### config.mk
export PLATFORM = sky130hd
export DESIGN_NAME = led_mode_ctrl
export DESIGN_NICKNAME = d
export VERILOG_FILES = /design/src/rtl/led_mode_ctrl.sv
export SDC_FILE = /design/constraint.sdc
export NUM_CORES = 1
export LEC_CHECK = 0
export BUFFER_PORTS_ARGS = -buffer_cell sky130_fd_sc_hd__buf_2
export CORE_MARGIN = 4
export CORE_UTILIZATION = 30
export CTS_BUF_LIST = sky130_fd_sc_hd__clkbuf_8
export DETAILED_ROUTE_END_ITERATION = 8
export PLACE_DENSITY = 0.49
export SYNTH_ARGS = -nofsm -noshare
export SYNTH_HDL_FRONTEND = slang
export SYNTH_SLANG_ARGS = --single-unit
### constraint.sdc
create_clock -name sys_clk -period 2.3 [get_ports sys_clk]
set_input_delay 0.345 -clock sys_clk [delete_from_list [all_inputs] [get_ports sys_clk]]
set_output_delay 0.345 -clock sys_clk [all_outputs]
set_load 0.03 [all_outputs]
### src/rtl/led_mode_ctrl.sv
// led_mode_ctrl: four-key debounced pattern/speed/pause controller driving a 4-LED board
//   sys_clk    in   system clock
//   sys_res_n  in   synchronous active-low reset
//   key[3:0]   in   raw active-low buttons: [0] next mode, [1] speed up, [2] speed down, [3] pause/run
//   led[3:0]   out  LED drive, 1 = on
//   mode[1:0]  out  0 FLOW_L, 1 FLOW_R, 2 BLINK, 3 PINGPONG
//   speed[1:0] out  speed level 0..3, step period BASE_TICK >> speed
//   running    out  1 = stepping, 0 = paused
module led_mode_ctrl #(
    parameter int BASE_TICK = 10_000_000,
    parameter int DEB_CNT   = 1_000_000
) (
    input  logic       sys_clk,
    input  logic       sys_res_n,
    input  logic [3:0] key,
    output logic [3:0] led,
    output logic [1:0] mode,
    output logic [1:0] speed,
    output logic       running
);
    localparam int DW = $clog2(DEB_CNT + 1);
    localparam logic [DW-1:0] DEB_MAX = DW'(DEB_CNT - 1);
    localparam logic [23:0] BT = 24'(BASE_TICK);

    typedef enum logic [1:0] {FLOW_L, FLOW_R, BLINK, PINGPONG} mode_t;

    mode_t         mode_q, mode_d;
    logic [3:0]    sync1_q, sync2_q, lvl_q, lvl_d, press_q, press_d;
    logic [DW-1:0] deb_q [4];
    logic [DW-1:0] deb_d [4];
    logic [23:0]   cnt_q, cnt_d, period;
    logic [3:0]    led_q, led_d, shl, shr, pp;
    logic [1:0]    speed_q, speed_d;
    logic          running_q, running_d, dir_q, dir_d;
    logic          tick, m_p, p_p, u_p, d_p;

    // A key's accepted level only moves after DEB_CNT consecutive disagreeing samples.
    always_comb begin
        lvl_d = lvl_q;
        for (int i = 0; i < 4; i++) begin
            deb_d[i] = '0;
            if (sync2_q[i] != lvl_q[i]) begin
                if (deb_q[i] == DEB_MAX) lvl_d[i] = sync2_q[i];
                else deb_d[i] = deb_q[i] + DW'(1);
            end
        end
        press_d = lvl_q & ~lvl_d;
    end

    always_comb begin
        m_p       = press_q[0];
        p_p       = press_q[3] & ~press_q[0];
        u_p       = press_q[1] & ~press_q[0] & ~press_q[3];
        d_p       = press_q[2] & ~press_q[0] & ~press_q[3] & ~press_q[1];
        period    = BT >> speed_q;
        tick      = running_q && (cnt_q == period - 24'd1);
        shl       = {led_q[2:0], led_q[3]};
        shr       = {led_q[0], led_q[3:1]};
        pp        = dir_q ? {1'b0, led_q[3:1]} : {led_q[2:0], 1'b0};
        running_d = running_q ^ p_p;
        speed_d   = (u_p && speed_q != 2'd3) ? speed_q + 2'd1 :
                    (d_p && speed_q != 2'd0) ? speed_q - 2'd1 : speed_q;
        // Clearing on any accepted speed pulse keeps the count below a newly shortened period.
        cnt_d     = (m_p || u_p || d_p) ? '0 : !running_q ? cnt_q : tick ? '0 : cnt_q + 24'd1;
        mode_d    = m_p ? mode_t'(mode_q + 2'd1) : mode_q;
        led_d     = m_p ? (mode_d == BLINK ? 4'b0000 : 4'b0001) :
                    !tick ? led_q :
                    mode_q == FLOW_L ? shl :
                    mode_q == FLOW_R ? shr :
                    mode_q == BLINK  ? ~led_q : pp;
        dir_d     = m_p ? 1'b0 :
                    (tick && mode_q == PINGPONG) ? (pp == 4'b1000 ? 1'b1 : pp == 4'b0001 ? 1'b0 : dir_q) :
                    dir_q;
    end

    always_ff @(posedge sys_clk) begin
        if (!sys_res_n) begin
            sync1_q   <= 4'hF;
            sync2_q   <= 4'hF;
            lvl_q     <= 4'hF;
            press_q   <= '0;
            deb_q     <= '{default: '0};
            cnt_q     <= '0;
            led_q     <= 4'b0001;
            mode_q    <= FLOW_L;
            speed_q   <= '0;
            running_q <= 1'b1;
            dir_q     <= 1'b0;
        end else begin
            sync1_q   <= key;
            sync2_q   <= sync1_q;
            lvl_q     <= lvl_d;
            press_q   <= press_d;
            deb_q     <= deb_d;
            cnt_q     <= cnt_d;
            led_q     <= led_d;
            mode_q    <= mode_d;
            speed_q   <= speed_d;
            running_q <= running_d;
            dir_q     <= dir_d;
        end
    end

    assign led     = led_q;
    assign mode    = mode_q;
    assign speed   = speed_q;
    assign running = running_q;
endmodule

== Word level (Yosys, flattened, before mapping) ==
Cells that the tools add are included.

* Register bits: 130

* Add/subtract/negate cells: 9
* Eq/ne operators: 16
* Shift operators: 1
* Mux-type cells: 21
* Bitwise gates (word level): 18
* Reductions and logical operators: 18

{| class="wikitable"
|+ Operators with widths
! kind !! count
|-
| $add 20x1->20 const B || 4
|-
| $eq 20x20->1 const B || 4
|-
| $add 24x1->24 const B || 1
|-
| $eq 24x24->1 || 1
|-
| $mux 24 || 1
|-
| $mux 4 || 6
|-
| $shr 24x2->24 const A || 1
|-
| $sub 24x1->24 const B || 1
|-
| $reduce_or 3->1 || 4
|-
| $mux 1 || 11
|-
| $not 1->1 || 8
|-
| $not 4->4 || 2
|-
| $reduce_bool 2->1 || 4
|-
| $and 1x1->1 || 6
|-
| $eq 2x2->1 const B || 3
|-
| $mux 2 || 3
|-
| $add 2x1->2 const B || 2
|-
| $and 4x4->4 || 1
|-
| $eq 4x1->1 const B || 1
|-
| $eq 4x4->1 const B || 1
|-
| $logic_and 1x1->1 || 4
|-
| $ne 1x1->1 || 4
|-
| $reduce_or 2->1 || 2
|-
| $eq 2x1->1 const B || 1
|-
| other kinds (6) || 7
|}

== Longest topological paths before layout ==
* Depth after elaboration: 7
* Gate-level depth with buffers: 10
* Depth with buffers taken out: 9

== Worst setup path before layout ==
OpenSTA, ideal clock, no wires.

* Path kind: reg-to-reg
* Start: register speed_q[0] (netlist: speed[0])
* End: register cnt_q[12]
* Library setup time: 0.115 ns
* Arrival: 2.500 ns
* Path slack: -0.314 ns
* Stages on the path, launching flop included: 9
* Path buffers: 1
* Cell sequence: dfxtp_1 > inv_1 > ha_1 > or4b_2 > o211ai_1 > o211a_1 > a21o_4 > buf_6 > nor2_1

* Cells in the longest elaborated chain, start to end: 5

{| class="wikitable"
|+ Ends and longest elaborated chain
! element !! RTL line !! text
|-
| from (decl) || 33 || <nowiki>logic [1:0] speed_q, speed_d;</nowiki>
|-
| from (signal assigned) || 98 || <nowiki>speed_q <= speed_d;</nowiki>
|-
| $shr 24x2->24 || 55 || <nowiki>period = BT >> speed_q;</nowiki>
|-
| $sub 24x1->24 || 56 || <nowiki>tick = running_q && (cnt_q == period - 24'd1);</nowiki>
|-
| $eq 24x24->1 || 56 ||
|-
| $logic_and 1x1->1 || 56 ||
|-
| $mux 24 || 64 || <nowiki>cnt_d = (m_p || u_p || d_p) ? '0 : !running_q ? cnt_q : tick ? '0 : cnt_q + 24'd1;</nowiki>
|-
| to (signal assigned) || 95 || <nowiki>cnt_q <= cnt_d;</nowiki>
|-
| to (decl) || 31 || <nowiki>logic [23:0] cnt_q, cnt_d, period;</nowiki>
|}

Every way passes these cells.
A chain may end at the register's enable or synchronous reset.

== Worst setup path in the final report ==
* Start: register speed_q[0] (netlist: speed[0])
* End: register cnt_q[0]

Same word-level chain as after synthesis.

==> qor.yml <==
synth-async-reset-ratio: 0
max_slew_margin: 0.4677
endpoint_kind: "register"
tightest_slew_ns: 0.7901
ir_worst_vdd_mv: 0.3058
hold_violations: 0
io_buffers: 14
crit_family: "compound AO/OA/AOI/OAI gates"
setup_ws_ns: 0.09839
wl_met3_um: 330
crit_type: "reg2reg"
diodes: 0
switchingPower_w: 0.0009240
grt_pass1_wl_um: 20920
path_max_fanout: 6
post_dp_cell_area_um2: 6654
wl_met2_um: 5581
place_congestion: 0.8031
ios: 15
crit_slowest_cell: "or4b_2"
yosys_warnings: 0
ys_types: 48
cts_root_buf: "clkbuf_8"
die_area_um2: 22790
clock.fmax_mhz: 454.2
syn_inst: 705
antenna_left: 0
n_fill_cell: 2141
coreArea_um2: 20170
cts_tree: "yes"
drt_wl_total_um: 12500
fin_skew_ns: 0.01279
first_iter_violations: 152
hp-class: "in2reg"
switching_share: 0.2193
finalMaxSlewViolations: 0
area_growth_pct: 15.86
p_int_w: 0.003288
clkPwrFrac: 0.444
cp_data_required_time_ns: 2.58
slowest_delay_ns: 0.60
die_h_um: 151.0
synthTopCellsByArea: "dfxtp_1, xnor2_1, nor2_1"
netlist_area_um2: 6131
setup_tns_ns: 0
dr.pass1.iters: 6
multi_input_comb_area_um2: 3385
clock-sinks: 130
synthTopCellsByCount: "dfxtp_1, nor2_1, xnor2_1, nand3_1"
setup_viol: 0
outcome: "complete, no violations"
crit_top_cell: "o211ai_1"
dp_slack_ns: 0.04037
place_inst: 997
hpwl_um: 8682
fin_area_um2: 7103
routedWlPerCell_um: 12.13
h-tree-depth: 4
die_x_um: 151.0
clkSlewWorstSetupHoldPaths_ns: 0.07
startpoint_type: "register"
viasPerCell: 4.575
synth_nets: 729
avgSynthCellArea_um2: 8.696
yosys_register_bits: 130
critPathBufInv: 1
gr-total-overflow: 0
instances_no_fill: 1031
drive_gt1_frac: 0.1196
grt_pass1_vias: 4366
clockBufferDepth: 2
worstPathCellList: "inv_4 > ha_4 > or4b_2 > o211ai_1 > o211ai_1 > o21ai_0 > a21oi_1"
drc: 0
met1Wirelength_um: 6308
yosys.area.top_type: "dfxtp_1"
p_leak_nw: 2.422
ys.flop_type: "dfxtp_1"
cts_buffers: 17
combPwrFrac: 0.018
regArea_um2: 2610
num_vias: 4717
ys_seq_area_frac: 0.4245
ff2ff_setup_slack_ns: 0.1
synth_edf_count: 0
start_util: 0.3040
final.period_utilization: 0.9572
yosysTopAreaCellShare: 0.4245
maxCapViolCount: 0
p_seq_frac: 0.539
grt_start_max_net_pins: 28
antenna_found_initial: 0
nNetsFinal: 773
grt.total_usage: 0.1136
routed.top_layer: "met4"
post-route-min-period_ns: 2.202
powerDensity_nw_per_um2: 593.0
synth.most_common_cell: "dfxtp_1"
critPathArrivalTime_ns: 2.49
clock_latency_ns: 0.44
fin_util: 0.3522
rows: 52
power by group through the flow:
stage | sequential [W] | combinational [W] | clock [W]
after floorplan | 0.00232 | 0.0000471 | 0
after global placement | 0.00232 | 0.0000727 | 0
after detailed placement | 0.00232 | 0.0000732 | 0
after CTS | 0.00227 | 0.0000735 | 0.00196
after global routing | 0.00227 | 0.0000847 | 0.00204
final | 0.00227 | 0.0000748 | 0.00187
kinds of logic after synthesis:
family | count (synthesis) | synth area share
mux | 5 | 0.008164
flops | 130 | 0.4245
xor+xnor | 103 | 0.1494
buf+inv | 40 | 0.03102
compound gates | 44 | 0.04510
fa+ha+maj | 18 | 0.03674
simple gates | 365 | 0.3051
cell type report:
| cell class | instances | share of cell area |
|---|---|---|
| timing repair buffer | 44 | 0.04386 |
| inverter | 20 | 0.01092 |
| clock buffer | 19 | 0.03682 |
| multi-input combinational | 536 | 0.4765 |
| tap | 270 | 0.04756 |
| sequential | 130 | 0.3674 |
| clock inverter | 12 | 0.01691 |
cell usage in the layout (no fill, tap or decap), drive strengths merged, types with 20 or more instances in the layout:
cell type,n
dfxtp,130
nor2,117
xnor2,54
nand3,52
xor2,48
nand2,48
buf,44
inv,24
nand4,22
nor3,20
metrics by stage:
step	power [W]	hold WS [ns]
finish	0.004212	0.08569
floorplan	0.002368	0.3863
global route	0.004393	0.06043
detailed placement	0.002394	0.3977
global placement	0.002394	0.3901
CTS	0.004307	0.03485
routing by layer:
layer,GRT usage,up-vias
li1,-,2507
met1,0.1511,2146
met2,0.1766,46
met3,0.02813,18
met4,0.04578,0
met5,0,-
sequential cells by signal, indices dropped and copies added (netlist names), 4 cells and up:
name     flops
sync1_q      4
press_q      4
led          4
cnt_q       24
deb_q       80
sync2_q      4
lvl_q        4
worst paths after layout:
check,cells past startpoint,start,endpoint
hold reg to reg,1,sync1_q[1],sync2_q[1]
setup reg to reg,7,speed[0],cnt_q[0]
hold / removal,2,key[0],sync1_q[0]
setup / recovery,7,speed[0],cnt_q[0]
repair_timing:
action                                  CTS  global route
hold buffers                              0             0
gates resized for setup                   0            10
endpoints found under the setup margin    0            28
buffers inserted                          0             2
Note: power is estimated with default switching activity, not from simulation.
